===== config.mk =====
export PLATFORM = sky130hd
export DESIGN_NAME = fpu_result_sink
export DESIGN_NICKNAME = d
export VERILOG_FILES = /design/src/rtl/fpu_result_sink.sv
export SDC_FILE = /design/constraint.sdc
export NUM_CORES = 1
export LEC_CHECK = 0
export ABC_AREA = 1
export CORE_MARGIN = 8
export CORE_UTILIZATION = 45
export DETAILED_ROUTE_END_ITERATION = 7
export PLACE_DENSITY = 0.76
export SLEW_MARGIN = 0
export SYNTH_ARGS = -nofsm -noshare
export SYNTH_HDL_FRONTEND = slang
export SYNTH_SLANG_ARGS = --single-unit

===== constraint.sdc =====
create_clock -name clock100KHz -period 7.3 [get_ports clock100KHz]
set_input_delay 1.825 -clock clock100KHz [delete_from_list [all_inputs] [get_ports clock100KHz]]
set_output_delay 1.825 -clock clock100KHz [all_outputs]
set_load 0.03 [all_outputs]

===== src/rtl/fpu_result_sink.sv =====
// Captures FPU results, converts them to IEEE-754 binary32 and buffers them in a show-ahead FIFO.
// Optional round-to-nearest-even is enabled by defining FPU_SINK_ROUND_EN; the default build truncates.
module fpu_result_sink #(
  parameter int DEPTH      = 4,
  parameter int EXP_REBIAS = 96
) (
  input  logic                     clock100KHz,
  input  logic                     reset,
  input  logic [31:0]              fpu_data_in,
  input  logic [3:0]               fpu_status_in,
  input  logic                     out_ready,
  output logic                     out_valid,
  output logic [31:0]              out_data,
  output logic [3:0]               out_status,
  output logic                     out_inexact,
  output logic [$clog2(DEPTH):0]   fifo_count,
  output logic                     drop_flag
);

  localparam int AW = $clog2(DEPTH);
  localparam int CW = AW + 1;
  localparam logic [3:0] ST_OVERFLOW = 4'b0100;

  // Returns {inexact, ieee_word} for one FPU result.
  function automatic logic [32:0] convert(input logic [31:0] d, input logic [3:0] st);
    logic        s;
    logic [5:0]  e;
    logic [24:0] f;
    logic [7:0]  ie;
    logic [22:0] m;
    logic        g;
    logic        sk;
    logic        inc;
    logic [23:0] mr;
    s  = d[31];
    e  = d[30:25];
    f  = d[24:0];
    ie = {2'b00, e} + EXP_REBIAS[7:0];
    m  = f[24:2];
    g  = f[1];
    sk = f[0];
`ifdef FPU_SINK_ROUND_EN
    inc = g & (sk | m[0]);
`else
    inc = 1'b0;
`endif
    mr = {1'b0, m} + {23'd0, inc};
    // Mantissa carry-out wraps the fraction to zero and bumps the exponent.
    if (mr[23])
      ie = ie + 8'd1;
    if (st == ST_OVERFLOW)
      convert = {1'b0, s, 8'hFF, 23'h0};
    else if (e == 6'd0 && f == 25'd0)
      convert = {1'b0, s, 31'h0};
    else
      convert = {g | sk, s, ie, mr[22:0]};
  endfunction

  logic [35:0]   last_cap;
  logic          cap;
  logic [32:0]   conv_res;
  logic          conv_valid;
  logic [31:0]   conv_data;
  logic [3:0]    conv_status;
  logic          conv_inexact;

  logic [36:0]   mem [DEPTH];
  logic [AW-1:0] wr_ptr;
  logic [AW-1:0] rd_ptr;
  logic [CW-1:0] count;
  logic          full;
  logic          push;
  logic          pop;
  logic          wr_en;
  logic [36:0]   head;

  // Stage C: capture detection and conversion
  assign cap      = ({fpu_status_in, fpu_data_in} != last_cap) && (fpu_status_in != 4'b0000);
  assign conv_res = convert(fpu_data_in, fpu_status_in);

  always_ff @(posedge clock100KHz) begin
    if (reset) begin
      last_cap   <= '0;
      conv_valid <= 1'b0;
    end else begin
      conv_valid <= cap;
      if (cap)
        last_cap <= {fpu_status_in, fpu_data_in};
    end
  end

  always_ff @(posedge clock100KHz) begin
    if (cap) begin
      conv_data    <= conv_res[31:0];
      conv_status  <= fpu_status_in;
      conv_inexact <= conv_res[32];
    end
  end

  // Stage F: FIFO write and show-ahead read
  assign full  = (count == CW'(DEPTH));
  assign push  = conv_valid;
  assign pop   = out_valid & out_ready;
  assign wr_en = push & (~full | pop);

  always_ff @(posedge clock100KHz) begin
    if (wr_en)
      mem[wr_ptr] <= {conv_inexact, conv_status, conv_data};
  end

  always_ff @(posedge clock100KHz) begin
    if (reset) begin
      wr_ptr    <= '0;
      rd_ptr    <= '0;
      count     <= '0;
      drop_flag <= 1'b0;
    end else begin
      if (wr_en)
        wr_ptr <= wr_ptr + 1'b1;
      if (pop)
        rd_ptr <= rd_ptr + 1'b1;
      if (wr_en && !pop)
        count <= count + 1'b1;
      else if (pop && !wr_en)
        count <= count - 1'b1;
      if (push && full && !pop)
        drop_flag <= 1'b1;
    end
  end

  assign head        = mem[rd_ptr];
  assign out_valid   = (count != '0);
  assign out_data    = out_valid ? head[31:0]  : 32'd0;
  assign out_status  = out_valid ? head[35:32] : 4'd0;
  assign out_inexact = out_valid ? head[36]    : 1'b0;
  assign fifo_count  = count;

endmodule


---- Word level (Yosys, flattened, before mapping) ----
Memory sizes are Yosys's and may differ from the RTL's. A register that Yosys moved wholly into a read port is not among the register bits.
Cells that the tools add are included.
cells by class
  add/subtract/negate cells ............... 5
  equal/unequal tests ..................... 3
  multiplexer cells ....................... 10
  bitwise gates (word level) .............. 5
  reductions and logical operators ........ 14
operators with widths
  cell                                                  number
  != test 36 bit                                        1
  2-to-1 mux 32 bit                                     1
  2-to-1 mux 31 bit                                     1
  logical NOT 25 bit                                    1
  adder 6 x 7 -> 8 bit (second input constant)          1
  logical AND 1 bit                                     6
  logical NOT 6 bit                                     1
  2-to-1 mux 3 bit                                      2
  adder 2 x 1 -> 2 bit (second input constant)          2
  equality test 4 x 3 -> 1 bit (second input constant)  1
  2-to-1 mux 2 bit                                      2
  2-to-1 mux 4 bit                                      1
  nonzero test 4 bit                                    1
  adder 3 x 1 -> 3 bit (second input constant)          1
  equality test 3 bit (second input constant)           1
  2-to-1 mux 1 bit                                      3
  nonzero test 3 bit                                    1
  subtractor 3 x 1 -> 3 bit (second input constant)     1
  bitwise AND 1 bit                                     2
  logical NOT 1 bit                                     2
  OR 1 bit                                              2
  nonzero test 2 bit                                    1
  OR reduction 2 bit                                    1
  inverter 1 bit                                        1
word-level totals
  bits in registers ....................... 82
  bits in writable memories ............... 148
  output and inout bits ................... 42
  word-level logic and storage cells ...... 49
  memories kept ........................... 1
memory list
  memory  words  width  read ports  clocked after memory_dff  write ports  line  RTL
  mem     4      37     1           1                         1            67    logic [36:0] mem [DEPTH];

---- Longest topological paths before layout ----
  word-level depth ........................ 8
  mapped depth ............................ 13

---- Least setup slack after synthesis ----
Ideal clock, no wire load.
  path type ............................... in2reg
  start point ............................. in out_ready
  end point ............................... mem mem[0][0] (enable)
  arrival ................................. 3.722 ns
  required time ........................... 6.871 ns
  setup slack ............................. 3.149 ns
  stages .................................. 5
  buffers on the path ..................... 0
  cell sequence ........................... inv_1 nand3_1 and2_1 inv_1 nor2_1
between the ends
  word-level cells in the longest chain between the ends .. 5
RTL lines
  item                                    line  RTL
  start: declaration                      11    input logic out_ready,
  bitwise AND 1 bit                       103   assign pop = out_valid & out_ready;
  OR 1 bit                                104   assign wr_en = push & (~full | pop);
  bitwise AND 1 bit                       104
  net wr_en                               74    logic wr_en;
  2-to-1 mux 1 bit                        107   if (wr_en)
  2-to-1 mux 1 bit (implied by the code)  108   mem[wr_ptr] <= {conv_inexact, conv_status, conv_data};
  end: declaration                        67
The timed path passes the listed nets, and every way through them passes these cells.

==> summary.txt <==
Logic synthesis
  – Post-synthesis cell area: roughly 0.0093 mm2
  – Flops & latches, synth: approximately 230
  – Synth area leaders: edfxtp_1 (58%), nor2_1 (10%), dfxtp_1 (10%), o21ai_0 (4.0%), nand2_1 (3.4%)
  – Syn nets: 931
  – Mapped Avg Cell Area: approximately 11 um2
  – Top cell type's share of synthesized area: 0.580
  – Synth area leader: edfxtp_1
  – Sequential-to-total area share from yosys stat: 0.681
  – Distinct cell type count after synthesis: 27
  – Cells after Synth: 886
  – Synth Warn #: 0

Floorplan
  – Starting Density: 0.459
  – DIE HEIGHT: approximately 160 um
  – I/O Pins: 81
  – Die X: about 160 um
  – Die area: 0.0256 mm2
  – Core Area: 0.0203 mm2
  – Row cnt: 52

Status
  – Status: finished clean

CTS
  – Clk_lat worst skew: about 480 ps
  – Number of CTS-inserted buffers: 21
  – H-tree levels: 1
  – Post_cts resized: 0
  – Clock Pin Slew Worst Setup and Hold Paths: approximately 60 ps
  – Root buffer cell: clkbuf_16
  – # hold bufs at CTS: 0
  – Max clock buf depth: 3
  – CTS tree: done
  – Number of setup buffers added after CTS: 0
  – CTS Sinks: ~230

Pwr
  – Sequential power share: 0.402
  – Comb pwr share: 0.312
  – Switching Share: 0.330
  – P_leak: 4.18 nW
  – Clock share of power: 0.286
  – Pwr Total: a little under 4 mW
  – Switching pwr: approximately 1.3 mW
  – Maximum vdd drop: around 180 uV
  – PwrDens: 354 mW/mm2
  – Int Pwr: roughly 2.6 mW

STA
  – Post-route clock period utilization: 0.713
  – Skew final: 8.47 ps
  – Final min period: between 5000 and 6000 ps
  – Max Fclk: roughly 190 MHz
  – Final hold viol count: 0
  – Worst slew pin tran: 1090 ps
  – Max_slew headroom: 0.274
  – Setup TNS: 0 ps
  – Final Max Slew Viols: 0
  – RSZ-0062 raised after global routing: no
  – Final setup violation count: 0

Detailed routing
  – Routed len/inst: about 16 um
  – DRT iter0 DRCs: around 590
  – Antenna viol nets, final: 0
  – Vias per inst: 5.05
  – Via count: between 6000 and 7000
  – Drt first pass iters: 5
  – DRC Markers: 0
  – Routed WL: about 20000 um

Final layout
  – Inserted Diodes: 0
  – Commonest non-fill, non-tap cell in the layout: nor2_1
  – Final nets: approximately 1000
  – P&R area growth vs syn: 18.9%
  – Share of cells above drive strength 1: 0.0637
  – Most frequent cells in the layout: nor2_1 (251), edfxtp_1 (180), nand2_1 (84)

GRT
  – Gr ovfl total: 0
  – Vias in the first global route: about 6000
  – First-pass GRT wire length: between 30000 and 40000 um
  – Initial antenna violation count: 0
  – Largest net degree at the start of global routing: between 70 and 80
  – All-Layer GR Usage: 0.151

Critical path
  – FF-to-FF setup slack: around 4500 ps
  – CP required: around 5500 ps
  – CP max FO: 73
  – Critical Path Start Type: register
  – Critical path class: register to primary output
  – CP arrival: 3380 ps
  – Worst setup EP type: primary output

Placed design
  – Detail Placement HPWL: between 10000 and 15000 um
  – IO buf count: 80
  – Gpl congestion: roughly 0.80

Worst hold path
  – Hold/Removal Path Class: register to register

Run
  – Max-cap violations: 0
## Yosys cell counts
cell type / n
inv_2: 9
buf_4: 1
dfxtp_1: 47
inv_1: 51
buf_1: 6
clkbuf_1: 25
clkinv_1: 1
nand3b_1: 1
buf_2: 6
nor2_1: 255
buf_6: 3
nor2_2: 2
edfxtp_1: 180
o21ai_0: 74
nand2_1: 84
xnor2_1: 29
ha_1: 5
nand3_1: 35
nand2_2: 1
nor3_1: 1
and2_1: 1
nor4_1: 8
nand4_1: 6
fa_1: 1
nand3_4: 1
a21oi_1: 46
o21ai_1: 7
## cells by family (layout without fill, tap and decap cells)
logic type	Yosys count	in the layout	synth area share
adder cells (fa/ha/maj)	6	6	0.00886
AND/OR/NAND/NOR	395	395	0.171
XOR/XNOR	29	29	0.0272
buffers and inverters	102	189	0.0447
flip-flops	227	227	0.681
AO/OA/AOI/OAI	127	127	0.0682
## power by group through the flow
stage          clock network [mW]  registers, mW  logic, mW
6_report                     1.12           1.58       1.22
5_1_grt                      1.19           1.59       1.32
4_1_cts                      1.14           1.58       1.24
3_5_place_dp                    0           1.61       1.23
3_3_place_gp                    0           1.60       1.22
2_1_floorplan                   0           1.61      0.736
## worst max-delay path, stage by stage (launching register included)
cell and delay, ps:
dfxtp_2 310, buf_4 340, inv_2 880, o21ai_0 380, a21oi_1 260, clkdlybuf4s50_1 700
## state kept, by name (all words and copies together) (netlist names), named ones only
register      flops
mem             144
last_cap         36
conv_data        31
conv_status       4
fifo_count        3
rd_ptr            2
wr_ptr            2
conv_inexact      1
conv_valid        1
drop_flag         1
## path summary, 6_finish.rpt
check | depth (start not counted) | from | to
setup / recovery | 5 | register | out_inexact
hold / removal | 2 | drop_flag | drop_flag
setup reg to reg | 12 | fifo_count[0] | fifo_count[2]
hold reg to reg | 2 | drop_flag | drop_flag
## per-stage QoR
| stage | cells | area (um2) | hold slack, ps | utilization | setup slack, ps |
|---|---|---|---|---|---|
| 5_1_grt | 1243 | 11100 | 488 | 0.546 | 1830 |
| 3_5_place_dp | 1206 | 10400 | 449 | 0.511 | 2570 |
| 6_report | 1243 | 11100 | 462 | 0.546 | 2100 |
| 2_1_floorplan | 886 | 9330 | 436 | - | 3150 |
| 4_1_cts | 1243 | 11100 | 461 | 0.546 | 2100 |
| 3_3_place_gp | 1206 | 10400 | 441 | 0.511 | 2570 |
## routing by layer
layer | up-vias | global-route usage | wire length, um
met5 | - | 0 | 0
met4 | 0 | 0.0489 | 473
met3 | 36 | 0.0201 | 1060
met2 | 183 | 0.258 | 9480
met1 | 2946 | 0.194 | 8610
li1 | 3107 | - | -
## area by class of cell
| class | instances | area (um2) |
|---|---|---|
| timing repair buffer | 91 | 883 |
| clock inverter | 12 | 169 |
| sequential | 227 | 6350 |
| tap | 270 | 338 |
| fill | 1704 | 9210 |
| inverter | 61 | 229 |
| clock buffer | 25 | 551 |
| multi-input combinational | 557 | 2570 |
Power figures use the tool's default switching activity.
